===== config.mk =====
export PLATFORM = sky130hd
export DESIGN_NAME = fft_pipe_ctrl
export DESIGN_NICKNAME = d
export VERILOG_FILES = /design/src/rtl/fft_pipe_ctrl.sv
export SDC_FILE = /design/constraint.sdc
export NUM_CORES = 1
export LEC_CHECK = 0
export ABC_AREA = 1
export CAP_MARGIN = 15
export CORE_MARGIN = 3
export CORE_UTILIZATION = 55
export CTS_CLUSTER_DIAMETER = 30
export CTS_CLUSTER_SIZE = 20
export DETAILED_ROUTE_END_ITERATION = 12
export DONT_BUFFER_PORTS = 1
export PLACE_DENSITY = 0.73
export SLEW_MARGIN = 20
export SYNTH_ARGS = -nofsm -noshare
export SYNTH_HDL_FRONTEND = slang
export SYNTH_SLANG_ARGS = --single-unit

===== constraint.sdc =====
create_clock -name clk -period 2.4 [get_ports clk]
set_clock_uncertainty 0.15 [all_clocks]
set_input_delay 0.36 -clock clk [delete_from_list [all_inputs] [get_ports clk]]
set_output_delay 0.36 -clock clk [all_outputs]
set_load 0.05 [all_outputs]

===== src/rtl/fft_pipe_ctrl.sv =====
// Sequencer for one chain of NUM_STAGES pipeline registers: frame counting,
// per-stage valid tracking, common stall enable and synchronous stage clears.
module fft_pipe_ctrl #(
  parameter int NUM_STAGES = 4,
  parameter int CNT_W      = 11
) (
  input  logic                  clk,
  input  logic                  clr,
  input  logic                  start,
  input  logic [CNT_W-1:0]      frame_len,
  input  logic                  flush,
  input  logic                  in_valid,
  output logic                  in_ready,
  output logic                  out_valid,
  input  logic                  out_ready,
  output logic [NUM_STAGES-1:0] stage_en,
  output logic [NUM_STAGES-1:0] stage_clr,
  output logic                  busy,
  output logic                  done,
  output logic [CNT_W-1:0]      out_cnt
);

  localparam logic [1:0] S_IDLE  = 2'd0;
  localparam logic [1:0] S_RUN   = 2'd1;
  localparam logic [1:0] S_DRAIN = 2'd2;
  localparam logic [1:0] S_FLUSH = 2'd3;

  logic [1:0]            state_q, state_d;
  logic [CNT_W-1:0]      len_q, len_d;
  logic [CNT_W-1:0]      in_cnt_q, in_cnt_d;
  logic [CNT_W-1:0]      out_cnt_q, out_cnt_d;
  logic [NUM_STAGES-1:0] valid_q, valid_d;
  logic                  done_q, done_d;

  logic advance;
  logic accept;
  logic out_hs;

  // Counters stop at the frame length so a stray handshake can never wrap them.
  function automatic logic [CNT_W-1:0] sat_inc(input logic [CNT_W-1:0] cnt,
                                               input logic [CNT_W-1:0] lim);
    return (cnt < lim) ? (cnt + CNT_W'(1)) : cnt;
  endfunction

  // A full last stage that is not being drained stalls the whole chain.
  assign advance   = ~(valid_q[NUM_STAGES-1] & ~out_ready);
  assign in_ready  = (state_q == S_RUN) & advance & (in_cnt_q < len_q);
  assign accept    = in_valid & in_ready;
  assign out_valid = valid_q[NUM_STAGES-1];
  assign out_hs    = out_valid & out_ready;
  assign stage_en  = {NUM_STAGES{advance}};
  assign stage_clr = {NUM_STAGES{clr | (state_q == S_FLUSH)}};
  assign busy      = (state_q != S_IDLE);
  assign done      = done_q;
  assign out_cnt   = out_cnt_q;

  always_comb begin
    state_d   = state_q;
    len_d     = len_q;
    in_cnt_d  = in_cnt_q;
    out_cnt_d = out_cnt_q;
    valid_d   = valid_q;
    done_d    = 1'b0;

    if (advance) valid_d = {valid_q[NUM_STAGES-2:0], accept};
    if (accept)  in_cnt_d  = sat_inc(in_cnt_q, len_q);
    if (out_hs)  out_cnt_d = sat_inc(out_cnt_q, len_q);

    case (state_q)
      S_IDLE: begin
        if (start && (frame_len != '0)) begin
          state_d   = S_RUN;
          len_d     = frame_len;
          in_cnt_d  = '0;
          out_cnt_d = '0;
        end
      end
      S_RUN: begin
        if (flush)                              state_d = S_FLUSH;
        else if (accept && (in_cnt_d == len_q)) state_d = S_DRAIN;
      end
      S_DRAIN: begin
        if (flush) begin
          state_d = S_FLUSH;
        end else if (out_hs && (out_cnt_d == len_q)) begin
          state_d = S_IDLE;
          done_d  = 1'b1;
        end
      end
      default: begin
        state_d = S_IDLE;
        valid_d = '0;
      end
    endcase
  end

  always_ff @(posedge clk) begin
    if (clr) begin
      state_q   <= S_IDLE;
      len_q     <= '0;
      in_cnt_q  <= '0;
      out_cnt_q <= '0;
      valid_q   <= '0;
      done_q    <= 1'b0;
    end else begin
      state_q   <= state_d;
      len_q     <= len_d;
      in_cnt_q  <= in_cnt_d;
      out_cnt_q <= out_cnt_d;
      valid_q   <= valid_d;
      done_q    <= done_d;
    end
  end

endmodule


==> reports/summary.log, run 1 <==
[min_path] hold path startpoint frame_len[5]
[die] starting density of the core 57.5%
[synthesis] sequential-to-total area share from yosys stat 24.8%
[run_status] outcome finished with violations
[min_path] worst min-delay path class in2reg
[power] Tot Pwr 2.80 mW
[sta] final setup slack of the worst path -431 ps
[cts] clock latency on the worst-skew pair 310 ps
[cts] clock root buffer master clkbuf_8
[placed_design] HPWL after DPL 8100 um
[synthesis] synth unique cells 36
[sta] final hold violation count 0
[power] PD cells 567 nW/um^2
[placed_design] placed standard-cell area 4170 um^2
[sta] sum of negative setup slack -1400 ps
[min_path] Worst Hold End len_q[5]
[cts] Max Buffers Root-to-Sink 2
[detailed_routing] Routed Antenna Nets 0
[detailed_routing] number of iterations in the first detailed-routing pass 8
[global_routing] vias in the first global route 4113
[sta] Final Max Slew Viols 0
[die] I/O pin total 40
[synthesis] synth warn 0
[detailed_routing] routed length per placed instance 17.6 um
[sta] minimum clock period after layout 2830 ps
[detailed_routing] Via-to-Cell Ratio 5.96
[die] die height 82.6 um
[flow_run] max-cap violations 0
[detailed_routing] Total Routed Length 12800 um
[global_routing] pin count of the biggest net entering global routing 23
[placed_design] IO Port Bufs 0
[synthesis] register bit count reported by yosys 40
[finish] Multi-input gate area 2630 um^2
[finish] final instance area 4940 um^2
[worst_setup_path] data arrival time of the critical path 2900 ps
[worst_setup_path] length in cells of the worst reg-to-reg path 18
[sta] Period Utilization, post-route 118%
[finish] Ant. Diodes 0
[global_routing] Tot GR Track Use 37.1%
[die] placement row count 27
[detailed_routing] total via count in the routed design 4324
[placed_design] RD Place Congestion 0.941
[cts] Num Clock Sinks 40
[worst_setup_path] critical path data required time 2470 ps
[worst_setup_path] ordered list of cells on the worst path inv_2, ha_1, nand2_1, nor2_1, and2_4, nand2_8, nand3_4, inv_2, o21ai_0, nand2_1, nand3_1, nand2_1, nor2_1, nand3_2, nand2_2, nand3_1, nand3_1, inv_1
[finish] Area growth syn-to-layout 53.2%
[finish] fraction of layout instances using a drive strength above 1 41.9%
[detailed_routing] initial drt markers 574
[synthesis] proportion of netlist area held by the largest area contributor 24.8%
[cts] CTS tree built
[cts] CTS clk-pin slew, worst paths 90 ps
[min_path] instance count along the most critical hold path 2
[synthesis] top area cells in the synthesized netlist dfxtp_1 (25%), nand2_1 (20%), nand3_1 (8.8%)
[global_routing] global-route wire length before repair 19100 um
[run_status] violations in the final reports setup timing
[finish] leading cell types in the layout, fill and taps excluded nand2_1 (143), buf_4 (120), inv_1 (49), nand3_1 (42), nor2_1 (38)
[cts] number of buffers added by the clock tree synthesis step 5
[worst_setup_path] sort of element at the end of the critical path flip-flop
[sta] count of endpoints failing setup in the final report 5
[worst_setup_path] Largest stage delay, worst path 340 ps
[die] die outline area 6820 um^2
[sta] Worst slew margin 64.0%
[worst_setup_path] critical path class reg2reg
[cts] htree depth 2
[finish] most frequent standard cell in the layout excluding fill and tap cells nand2_1
[worst_setup_path] startpoint types flip-flop
[finish] number of fillers in the final layout 288
[synthesis] mean cell area of the mapped netlist 6.09 um^2
[synthesis] Post-Syn Nets 569
[sta] maximum operating frequency 353 MHz
[power] leakage power of the design 2.34 nW
[global_routing] initial antenna violation count 0
[worst_setup_path] largest fanout on the critical path 8
[finish] final layout net count 692
[die] CORE AREA 5610 um^2
[synthesis] post-synthesis cell area 3230 um^2
[worst_setup_path] reg-to-reg startpoint len_q[4]
[worst_setup_path] reg-to-reg slack, setup -430 ps
[worst_setup_path] end of the worst register-to-register path state_q[0]
[sta] RSZ-0062 raised after global routing true
[worst_setup_path] slowest stage cell on the critical path dfxtp_2
[synthesis] largest area contributor in the synthesized netlist dfxtp_1
[sta] transition at the pin with the smallest max-transition slack 545 ps
[synthesis] Synth Instances 530
[power] maximum VDD drop 475 uV
[die] Die Wd 82.6 um
[placed_design] dpl ws -510 ps
[global_routing] total gr overflow 0
[sta] minimum hold slack 101 ps
[finish] sequential cell area in the final layout 851 um^2
[detailed_routing] DRC violations left 0
per-stage QoR:
step	utilization, %	instances
after floorplan	-	530
after global placement	74.3	693
after detailed placement	74.3	693
after CTS	85.1	722
after global routing	88.2	726
final	88.2	726
registers in the layout, indices dropped and copies added (netlist names):
signal and flops:
done 1, in_cnt_q 11, len_q 11, out_cnt 11
state_q 2, valid_q 4
critical path, delay by kind of cell, from the launching register on:
kind / cells / cell delay (ps)
flops: 1 / 340
fa+ha+maj: 1 / 310
simple gates: 13 / 1570
buf+inv: 3 / 190
compound gates: 1 / 210
power breakdown:
| part | switching, mW | internal [mW] | leakage, nW |
|---|---|---|---|
| sequential | 0.0406 | 0.702 | 0.338 |
| clock | 0.285 | 0.309 | 0.0585 |
| combinational | 0.863 | 0.604 | 1.95 |
| total | 1.19 | 1.62 | 2.34 |
synth_stat cells:
master     number
a21oi_2         2
o21ai_1         3
clkbuf_1        4
xor2_1          9
ha_1           22
nor2_2          3
nor2_1         48
nand3_2         3
nand3_1        57
a21oi_4         1
nand4_1        11
o2111ai_1       1
nor3_4          1
nor4_1          2
buf_6           1
nand2_1       173
dfxtp_1        40
and3_1          1
a31oi_1         1
nor2_4          3
o21bai_1        1
o21ai_0        19
nand4_2         1
a21oi_1        32
and2_1          1
inv_2           2
nand2_2         3
buf_1           1
inv_1          65
a211oi_1        1
xnor2_1         1
nor4b_1         1
nor3_1          5
clkinv_1        1
or2_2           3
buf_4           7
worst max-delay path by stage:
stage          slack, ps        from    endpoint
2_1_floorplan        -10  out_cnt[9]  state_q[0]
3_3_place_gp        -500    len_q[5]  state_q[0]
5_1_grt             -600    len_q[4]  state_q[0]
6_report            -430    len_q[4]  state_q[0]
4_1_cts             -260   len_q[10]  state_q[0]
3_5_place_dp        -510    len_q[5]  state_q[0]
repair_timing:
| action | 4_1_cts | 5_1_grt |
|---|---|---|
| endpoints found under the hold margin | 1 | 0 |
| endpoints found under the setup margin | 4 | 5 |
| pin swaps | 40 | 31 |
| gates cloned | 2 | 0 |
| hold buffers | 1 | 0 |
| resized for setup | 81 | 42 |
| setup buffers | 18 | 4 |
cells by family after synthesis:
kind of cell               share of synthesized area [%]
AOI/OAI and AO/OA                                   10.4
xor gates and xnor gates                            2.71
adders and majority gates                           8.53
buffers and inverters                               10.5
DFF                                                 24.8
and+or+nand+nor                                     43.1
final cells by class:
| cell class | instances | share of cell area (%) |
|---|---|---|
| multi-input cells | 411 | 53.1 |
| well taps | 72 | 1.82 |
| inverters | 68 | 5.49 |
| flip-flops and latches | 40 | 17.2 |
| repair buffers | 127 | 20.1 |
| clock inverters | 3 | 0.835 |
| clock buffers | 5 | 1.39 |
metal layers:
metal	GRT usage (%)	vias to the layer above	wire, um
met3	8.35	84	1350
met2	60.7	312	5860
li1	-	1963	-
met5	0	-	0
met1	45.7	1965	4900
met4	18.1	0	691
Note: power is estimated with default switching activity, not from simulation.
==> inputs of run 2 (changes only) <==
--- a/config.mk
+++ b/config.mk
@@ -6,14 +6,16 @@
 export NUM_CORES = 1
 export LEC_CHECK = 0
 export ABC_AREA = 1
-export CAP_MARGIN = 15
+export CAP_MARGIN = 0
 export CORE_MARGIN = 3
 export CORE_UTILIZATION = 55
+export CTS_BUF_LIST = sky130_fd_sc_hd__clkbuf_4
 export CTS_CLUSTER_DIAMETER = 30
 export CTS_CLUSTER_SIZE = 20
 export DETAILED_ROUTE_END_ITERATION = 12
 export DONT_BUFFER_PORTS = 1
 export PLACE_DENSITY = 0.73
+export RECOVER_POWER = 50
 export SLEW_MARGIN = 20
 export SYNTH_ARGS = -nofsm -noshare
 export SYNTH_HDL_FRONTEND = slang
==> run 2 against run 1 <==
The flow still finishes with violations (setup timing). Die area unchanged. Final area up 0.78%. Register-to-register slack worse by 110 ps. Critical path depth increased by 2. Power shrank 2.1%. Clock-buffer cell count unchanged. Combinational power about the same. Via count increased by 7.5%. Sequential share of layout area down 0.11 points. Largest cell class unchanged. First-iteration DRC count increased by 11%. Clock power decreased by 17%. Sequential power increased by 0.8%.
==> reports/summary.log, run 2 (synthesis gave the netlist of run 1 again) <==
[worst_setup_path] CP delay by family, top simple AND/OR/NAND/NOR gates [unchanged]
[detailed_routing] Via-to-Cell Ratio 6.36 [was 5.96]
[die] die height 82.6 um [unchanged]
[finish] most frequent standard cell in the layout excluding fill and tap cells nand2_1 [unchanged]
[power] maximum VDD drop 407 uV [was 475 uV]
[sta] final hold violation count 0 [unchanged]
[power] net switching fraction of the power 44.9% [was 42.4%]
[sta] minimum hold slack 30.4 ps [was 101 ps]
[sta] final setup slack of the worst path -539 ps [was -431 ps]
[placed_design] RD Place Congestion 0.941 [unchanged]
[sta] count of endpoints failing setup in the final report 8 [was 5]
[worst_setup_path] largest fanout on the critical path 6 [was 8]
[run_status] outcome finished with violations [unchanged]
[cts] CTS clk-pin slew, worst paths 150 ps [was 90 ps]
[power] leakage power of the design 2.37 nW [was 2.34 nW]
[die] die outline area 6820 um^2 [unchanged]
[power] part of the total power dissipated in the clock network 18.0% [was 21.2%]
[worst_setup_path] slowest stage cell on the critical path dfxtp_2 [unchanged]
[finish] number of fillers in the final layout 274 [was 288]
[finish] Ant. Diodes 0 [unchanged]
[sta] Period Utilization, post-route 122% [was 118%]
[global_routing] total gr overflow 0 [unchanged]
[worst_setup_path] ordered list of cells on the worst path inv_4, ha_4, nand2_4, inv_2, nand2_2, nand3_2, nor2_4, nand3_4, nor2_4, nand2_1, nand2_1, nand2_1, nand2_1, nand3_1, nor2_1, nand3_1, nand2_1, nand3_1, nand3_1, inv_1 [was inv_2, ha_1, nand2_1, nor2_1, and2_4, nand2_8, nand3_4, inv_2, o21ai_0, nand2_1, nand3_1, nand2_1, nor2_1, nand3_2, nand2_2, nand3_1, nand3_1, inv_1]
[finish] leading cell types in the layout, fill and taps excluded nand2_1 (136), buf_4 (120), inv_1 (49), nor2_1 (41), nand3_1 (38) [was nand2_1 (143), buf_4 (120), inv_1 (49), nand3_1 (42), nor2_1 (38)]
[sta] maximum operating frequency 340 MHz [was 353 MHz]
[sta] Worst slew margin 23.0% [was 64.0%]
[cts] htree depth 2 [unchanged]
[die] CORE AREA 5610 um^2 [unchanged]
[detailed_routing] Routed Antenna Nets 0 [unchanged]
[sta] Final Max Slew Viols 0 [unchanged]
[finish] fraction of layout instances using a drive strength above 1 43.4% [was 41.9%]
[worst_setup_path] Largest stage delay, worst path 380 ps [was 340 ps]
[sta] transition at the pin with the smallest max-transition slack 1160 ps [was 545 ps]
[global_routing] vias in the first global route 4009 [was 4113]
[min_path] worst min-delay path class in2reg [unchanged]
[placed_design] placed standard-cell area 4170 um^2 [unchanged]
[sta] RSZ-0062 raised after global routing true [unchanged]
[die] placement row count 27 [unchanged]
[cts] Max Buffers Root-to-Sink 2 [unchanged]
[worst_setup_path] startpoint types flip-flop [unchanged]
[finish] Core Util, Final 88.9% [was 88.2%]
[finish] final layout net count 697 [was 692]
[cts] CTS tree built [unchanged]
[detailed_routing] total via count in the routed design 4649 [was 4324]
[cts] Num Clock Sinks 40 [unchanged]
[placed_design] HPWL after DPL 8100 um [unchanged]
[detailed_routing] number of iterations in the first detailed-routing pass 7 [was 8]
[power] Net Switching 1.23 mW [was 1.19 mW]
[global_routing] Tot GR Track Use 36.2% [was 37.1%]
[detailed_routing] Total Routed Length 14800 um [was 12800 um]
[power] sequential share of power 27.3% [was 26.5%]
[cts] clock root buffer master clkbuf_4 [was clkbuf_8]
[power] Combinational Power Share 54.7% [was 52.3%]
[worst_setup_path] Top cell by count, worst path nand2_1
[placed_design] IO Port Bufs 0 [unchanged]
[global_routing] global-route wire length before repair 18700 um [was 19100 um]
[die] I/O pin total 40 [unchanged]
[power] Cell Int Power 1.51 mW [was 1.62 mW]
[run_status] violations in the final reports setup timing [unchanged]
[global_routing] pin count of the biggest net entering global routing 23 [unchanged]
[detailed_routing] initial drt markers 635 [was 574]
[detailed_routing] routed length per placed instance 20.3 um [was 17.6 um]
[cts] clock latency on the worst-skew pair 390 ps [was 310 ps]
[worst_setup_path] critical path class reg2reg [unchanged]
[die] Die Wd 82.6 um [unchanged]
[cts] number of buffers added by the clock tree synthesis step 5 [unchanged]
[sta] minimum clock period after layout 2940 ps [was 2830 ps]
[placed_design] dpl ws -510 ps [unchanged]
[global_routing] initial antenna violation count 0 [unchanged]
[die] starting density of the core 57.5% [unchanged]
[finish] Area growth syn-to-layout 54.4% [was 53.2%]
[detailed_routing] DRC violations left 0 [unchanged]
[flow_run] max-cap violations 0 [unchanged]
[worst_setup_path] sort of element at the end of the critical path flip-flop [unchanged]
[power] PD cells 551 nW/um^2 [was 567 nW/um^2]
[worst_setup_path] data arrival time of the critical path 3090 ps [was 2900 ps]
[worst_setup_path] critical path data required time 2550 ps [was 2470 ps]
[worst_setup_path] number of buffers and inverters on the critical path 3 [unchanged]
[finish] final instance area 4980 um^2 [was 4940 um^2]
## run 2: cell types whose count changed in the layout (fill, tap and decap cells not counted), moves of 3 or more
cell	previous run	this run
nand3_1	42	38
clkbuf_4	0	5
clkbuf_8	5	0
nor2_1	38	41
nand2_2	25	30
nand3_2	14	17
nand2_1	143	136
clkbuf_1	0	4
## run 2: what timing repair did
item | CTS | global route
buffers inserted | 17 | 11
setup endpoints to repair | 4 | 5
gates cloned | 2 | 0
hold buffers | 1 | 0
hold endpoints to repair | 1 | 0
pin swaps | 48 | 53
gates resized for setup | 86 | 52
## run 2: final cells by class
| cell class | instances | area [um^2] | share of cell area, % |
|---|---|---|---|
| multi-input cells | 411 | 2680 | 53.8 |
| repair buffers | 132 | 1010 | 20.2 |
| flip-flops and latches | 40 | 852 | 17.1 |
| inverters | 68 | 275 | 5.52 |
| well taps | 72 | 90.1 | 1.81 |
| clock inverters | 3 | 41.3 | 0.829 |
| clock buffers | 5 | 37.5 | 0.753 |
## run 2: worst paths after layout
check / start / cells past startpoint / endpoint / slack (ps)
max: len_q[9] / 20 / state_q[0] / -540
max reg2reg: len_q[9] / 20 / state_q[0] / -540
min reg2reg: valid_q[2] / 2 / valid_q[3] / 320
min: frame_len[1] / 2 / len_q[1] / 30
## run 2: stage by stage
stage	TNS [ps]	total power [mW]	instances
finish	-2430	2.74	731
CTS	-672	2.49	721
global route	-2890	2.83	731
global placement	-1290	1.74	693
floorplan	-11.9	1.40	530
detailed placement	-1260	1.76	693
## run 2: power by group through the flow
| stage | Sequential, mW | Combinational [mW] | Clock, mW |
|---|---|---|---|
| CTS | 0.743 | 1.27 | 0.479 |
| global placement | 0.742 | 0.997 | 0 |
| floorplan | 0.751 | 0.647 | 0 |
| finish | 0.749 | 1.50 | 0.495 |
| detailed placement | 0.744 | 1.02 | 0 |
| global route | 0.751 | 1.57 | 0.508 |
## run 2: routing by layer
layer,up-vias,track usage [%],wire length (um)
li1,1974,-,-
met1,2087,45.6,5210
met2,439,60.3,6510
met3,149,7.05,1920
met4,0,15.0,1190
met5,-,0,0
## run 2: worst register-to-register path: stages, from the launching register on
cell,delay (ps)
dfxtp_2,380
inv_4,60
ha_4,240
nand2_4,90
inv_2,60
nand2_2,80
nand3_2,110
nor2_4,200
nand3_4,140
nor2_4,240
nand2_1,130
nand2_1,130
nand2_1,80
nand2_1,100
nand3_1,80
nor2_1,130
nand3_1,120
nand2_1,120
nand3_1,100
nand3_1,90
inv_1,50
==> inputs of run 3 (changes only) <==
--- a/config.mk
+++ b/config.mk
@@ -6,14 +6,13 @@
 export NUM_CORES = 1
 export LEC_CHECK = 0
 export ABC_AREA = 1
-export CAP_MARGIN = 0
 export CORE_MARGIN = 3
 export CORE_UTILIZATION = 55
-export CTS_BUF_LIST = sky130_fd_sc_hd__clkbuf_4
 export CTS_CLUSTER_DIAMETER = 30
 export CTS_CLUSTER_SIZE = 20
 export DETAILED_ROUTE_END_ITERATION = 12
 export DONT_BUFFER_PORTS = 1
+export HOLD_SLACK_MARGIN = 0.05
 export PLACE_DENSITY = 0.73
 export RECOVER_POWER = 50
 export SLEW_MARGIN = 20
==> run 3 against run 2 <==
Register-to-register slack better by 80 ps. Sequential power shrank 0.9%. Sequential share of layout area is 0.19 points higher. Via count decreased by 8.2%. Critical path depth is the same. Cell count fell by 0.68%. Combinational power fell by 3%. Clock-buffer cell count unchanged. Hold slack gained 71 ps. The flow still finishes with violations (setup timing). Maximum frequency increased by 2.9%. Final area decreased by 1.2%.
==> reports/summary.log, run 3 (synthesis gave the netlist of run 1 again) <==
[sta] Period Utilization, post-route 119% [was 122%]
[finish] most frequent standard cell in the layout excluding fill and tap cells nand2_1 [unchanged]
[sta] count of endpoints failing setup in the final report 9 [was 8]
[sta] final setup slack of the worst path -455 ps [was -539 ps]
[placed_design] dpl ws -510 ps [unchanged]
[sta] Final Max Slew Viols 0 [unchanged]
[sta] sum of negative setup slack -1640 ps [was -2430 ps]
[placed_design] placed standard-cell area 4170 um^2 [unchanged]
[sta] transition at the pin with the smallest max-transition slack 1160 ps [about the same]
[global_routing] pin count of the biggest net entering global routing 23 [unchanged]
[cts] clock latency on the worst-skew pair 310 ps [was 390 ps]
[worst_setup_path] critical path class reg2reg [unchanged]
[detailed_routing] Via-to-Cell Ratio 5.88 [was 6.36]
[worst_setup_path] startpoint types flip-flop [unchanged]
[die] placement row count 27 [unchanged]
[finish] final layout net count 692 [was 697]
[worst_setup_path] slowest stage cell on the critical path dfxtp_2 [unchanged]
[sta] minimum clock period after layout 2850 ps [was 2940 ps]
[die] CORE AREA 5610 um^2 [unchanged]
[detailed_routing] Total Routed Length 12800 um [was 14800 um]
[worst_setup_path] sort of element at the end of the critical path flip-flop [unchanged]
[finish] Core Util, Final 87.8% [was 88.9%]
[sta] minimum hold slack 101 ps [was 30.4 ps]
[sta] RSZ-0062 raised after global routing true [unchanged]
[placed_design] HPWL after DPL 8100 um [unchanged]
[die] I/O pin total 40 [unchanged]
[sta] maximum operating frequency 350 MHz [was 340 MHz]
[placed_design] count of placed standard cells including taps 693 [unchanged]
[worst_setup_path] Largest stage delay, worst path 340 ps [was 380 ps]
[die] starting density of the core 57.5% [unchanged]
[global_routing] vias in the first global route 4113 [was 4009]
[worst_setup_path] data arrival time of the critical path 2920 ps [was 3090 ps]
[cts] CTS tree built [unchanged]
[power] leakage power of the design 2.33 nW [was 2.37 nW]
[finish] fraction of layout instances using a drive strength above 1 41.6% [was 43.4%]
[run_status] violations in the final reports setup timing [unchanged]
[cts] CTS clk-pin slew, worst paths 100 ps [was 150 ps]
[placed_design] RD Place Congestion 0.941 [unchanged]
[power] Tot Pwr 2.80 mW [was 2.74 mW]
[global_routing] Tot GR Track Use 37.1% [was 36.2%]
[finish] leading cell types in the layout, fill and taps excluded nand2_1 (143), buf_4 (118), inv_1 (49), nand3_1 (42), nor2_1 (38) [was nand2_1 (136), buf_4 (120), inv_1 (49), nor2_1 (41), nand3_1 (38)]
[finish] Area growth syn-to-layout 52.5% [was 54.4%]
[finish] final instance area 4920 um^2 [was 4980 um^2]
[detailed_routing] number of iterations in the first detailed-routing pass 6 [was 7]
[detailed_routing] routed length per placed instance 17.6 um [was 20.3 um]
[cts] clock root buffer master clkbuf_8 [was clkbuf_4]
[cts] htree depth 2 [unchanged]
[placed_design] IO Port Bufs 0 [unchanged]
[power] PD cells 569 nW/um^2 [was 551 nW/um^2]
[min_path] worst min-delay path class in2reg [unchanged]
[finish] Ant. Diodes 0 [unchanged]
[power] maximum VDD drop 477 uV [was 407 uV]
[finish] Final Instance Count excl. Fillers 726 [was 731]
[worst_setup_path] largest fanout on the critical path 8 [was 6]
[worst_setup_path] ordered list of cells on the worst path inv_2, ha_1, nand2_1, nor2_1, and2_4, nand2_8, nand3_4, inv_2, nand2_1, o21ai_0, nand2_1, nand2_1, nand2_1, nand2_1, nor2_1, nand3_2, nand2_2, nand3_1, nand3_1, inv_1 [was inv_4, ha_4, nand2_4, inv_2, nand2_2, nand3_2, nor2_4, nand3_4, nor2_4, nand2_1, nand2_1, nand2_1, nand2_1, nand3_1, nor2_1, nand3_1, nand2_1, nand3_1, nand3_1, inv_1]
[global_routing] total gr overflow 0 [unchanged]
[die] die height 82.6 um [unchanged]
[cts] Max Buffers Root-to-Sink 2 [unchanged]
[flow_run] max-cap violations 0 [unchanged]
[detailed_routing] Routed Antenna Nets 0 [unchanged]
[global_routing] global-route wire length before repair 19100 um [was 18700 um]
[worst_setup_path] critical path data required time 2470 ps [was 2550 ps]
[global_routing] initial antenna violation count 0 [unchanged]
[worst_setup_path] Top cell by count, worst path nand2_1 [unchanged]
[sta] Worst slew margin 23.0% [about the same]
[cts] Num Clock Sinks 40 [unchanged]
[die] die outline area 6820 um^2 [unchanged]
[detailed_routing] DRC violations left 0 [unchanged]
[detailed_routing] initial drt markers 617 [was 635]
[run_status] outcome finished with violations [unchanged]
[die] Die Wd 82.6 um [unchanged]
[sta] final hold violation count 0 [unchanged]
[detailed_routing] total via count in the routed design 4270 [was 4649]
[cts] number of buffers added by the clock tree synthesis step 5 [unchanged]
-- run 3: changes by cell type in the layout (fill, tap and decap cells not counted), moves of 3 or more --
cell / change
nand2_2: -5
nor2_1: -3
clkbuf_4: -5
clkbuf_8: +5
nand3_2: -3
nand3_1: +4
nand2_1: +7
-- run 3: timing repair --
item	4_1_cts	5_1_grt
pin swaps	40	31
cloned	2	0
resized for setup	81	42
hold buffers	1	0
endpoints found under the hold margin	1	0
setup endpoints to repair	4	5
buffers inserted	18	4
-- run 3: final timing paths --
check	from	endpoint	slack (ps)	cells after the start
worst min register to register	valid_q[2]	valid_q[3]	320	2
worst max register to register	len_q[4]	state_q[0]	-450	20
worst max-delay path	len_q[4]	state_q[0]	-450	20
worst min-delay path	frame_len[5]	len_q[5]	100	2
-- run 3: per-layer routing --
metal	vias up	track usage (%)	wire, um
li1	1970	-	-
met1	1944	45.7	4890
met2	278	60.7	5890
met3	78	8.35	1310
met4	0	18.1	676
met5	-	0	0
-- run 3: report_power, final --
group          switching, mW  internal [mW]
Sequential            0.0403          0.702
Combinational          0.865          0.598
Clock                  0.286          0.309
-- run 3: final cells by class --
type / count / area, um^2
tap: 72 / 90.1
fill: 294 / 686
sequential: 40 / 851
clock buffer: 5 / 68.8
clock inverter: 3 / 41.3
multi-input combinational: 411 / 2630
timing repair buffer: 127 / 973
inverter: 68 / 272
-- run 3: worst max-delay path: cells and delay by family, from the launching register on --
kind	cells	cell delay (ps)
flip-flops	1	340
AO/OA/AOI/OAI	1	100
buffers and inverters	3	190
adder cells (fa/ha/maj)	1	300
AND/OR/NAND/NOR	15	1700
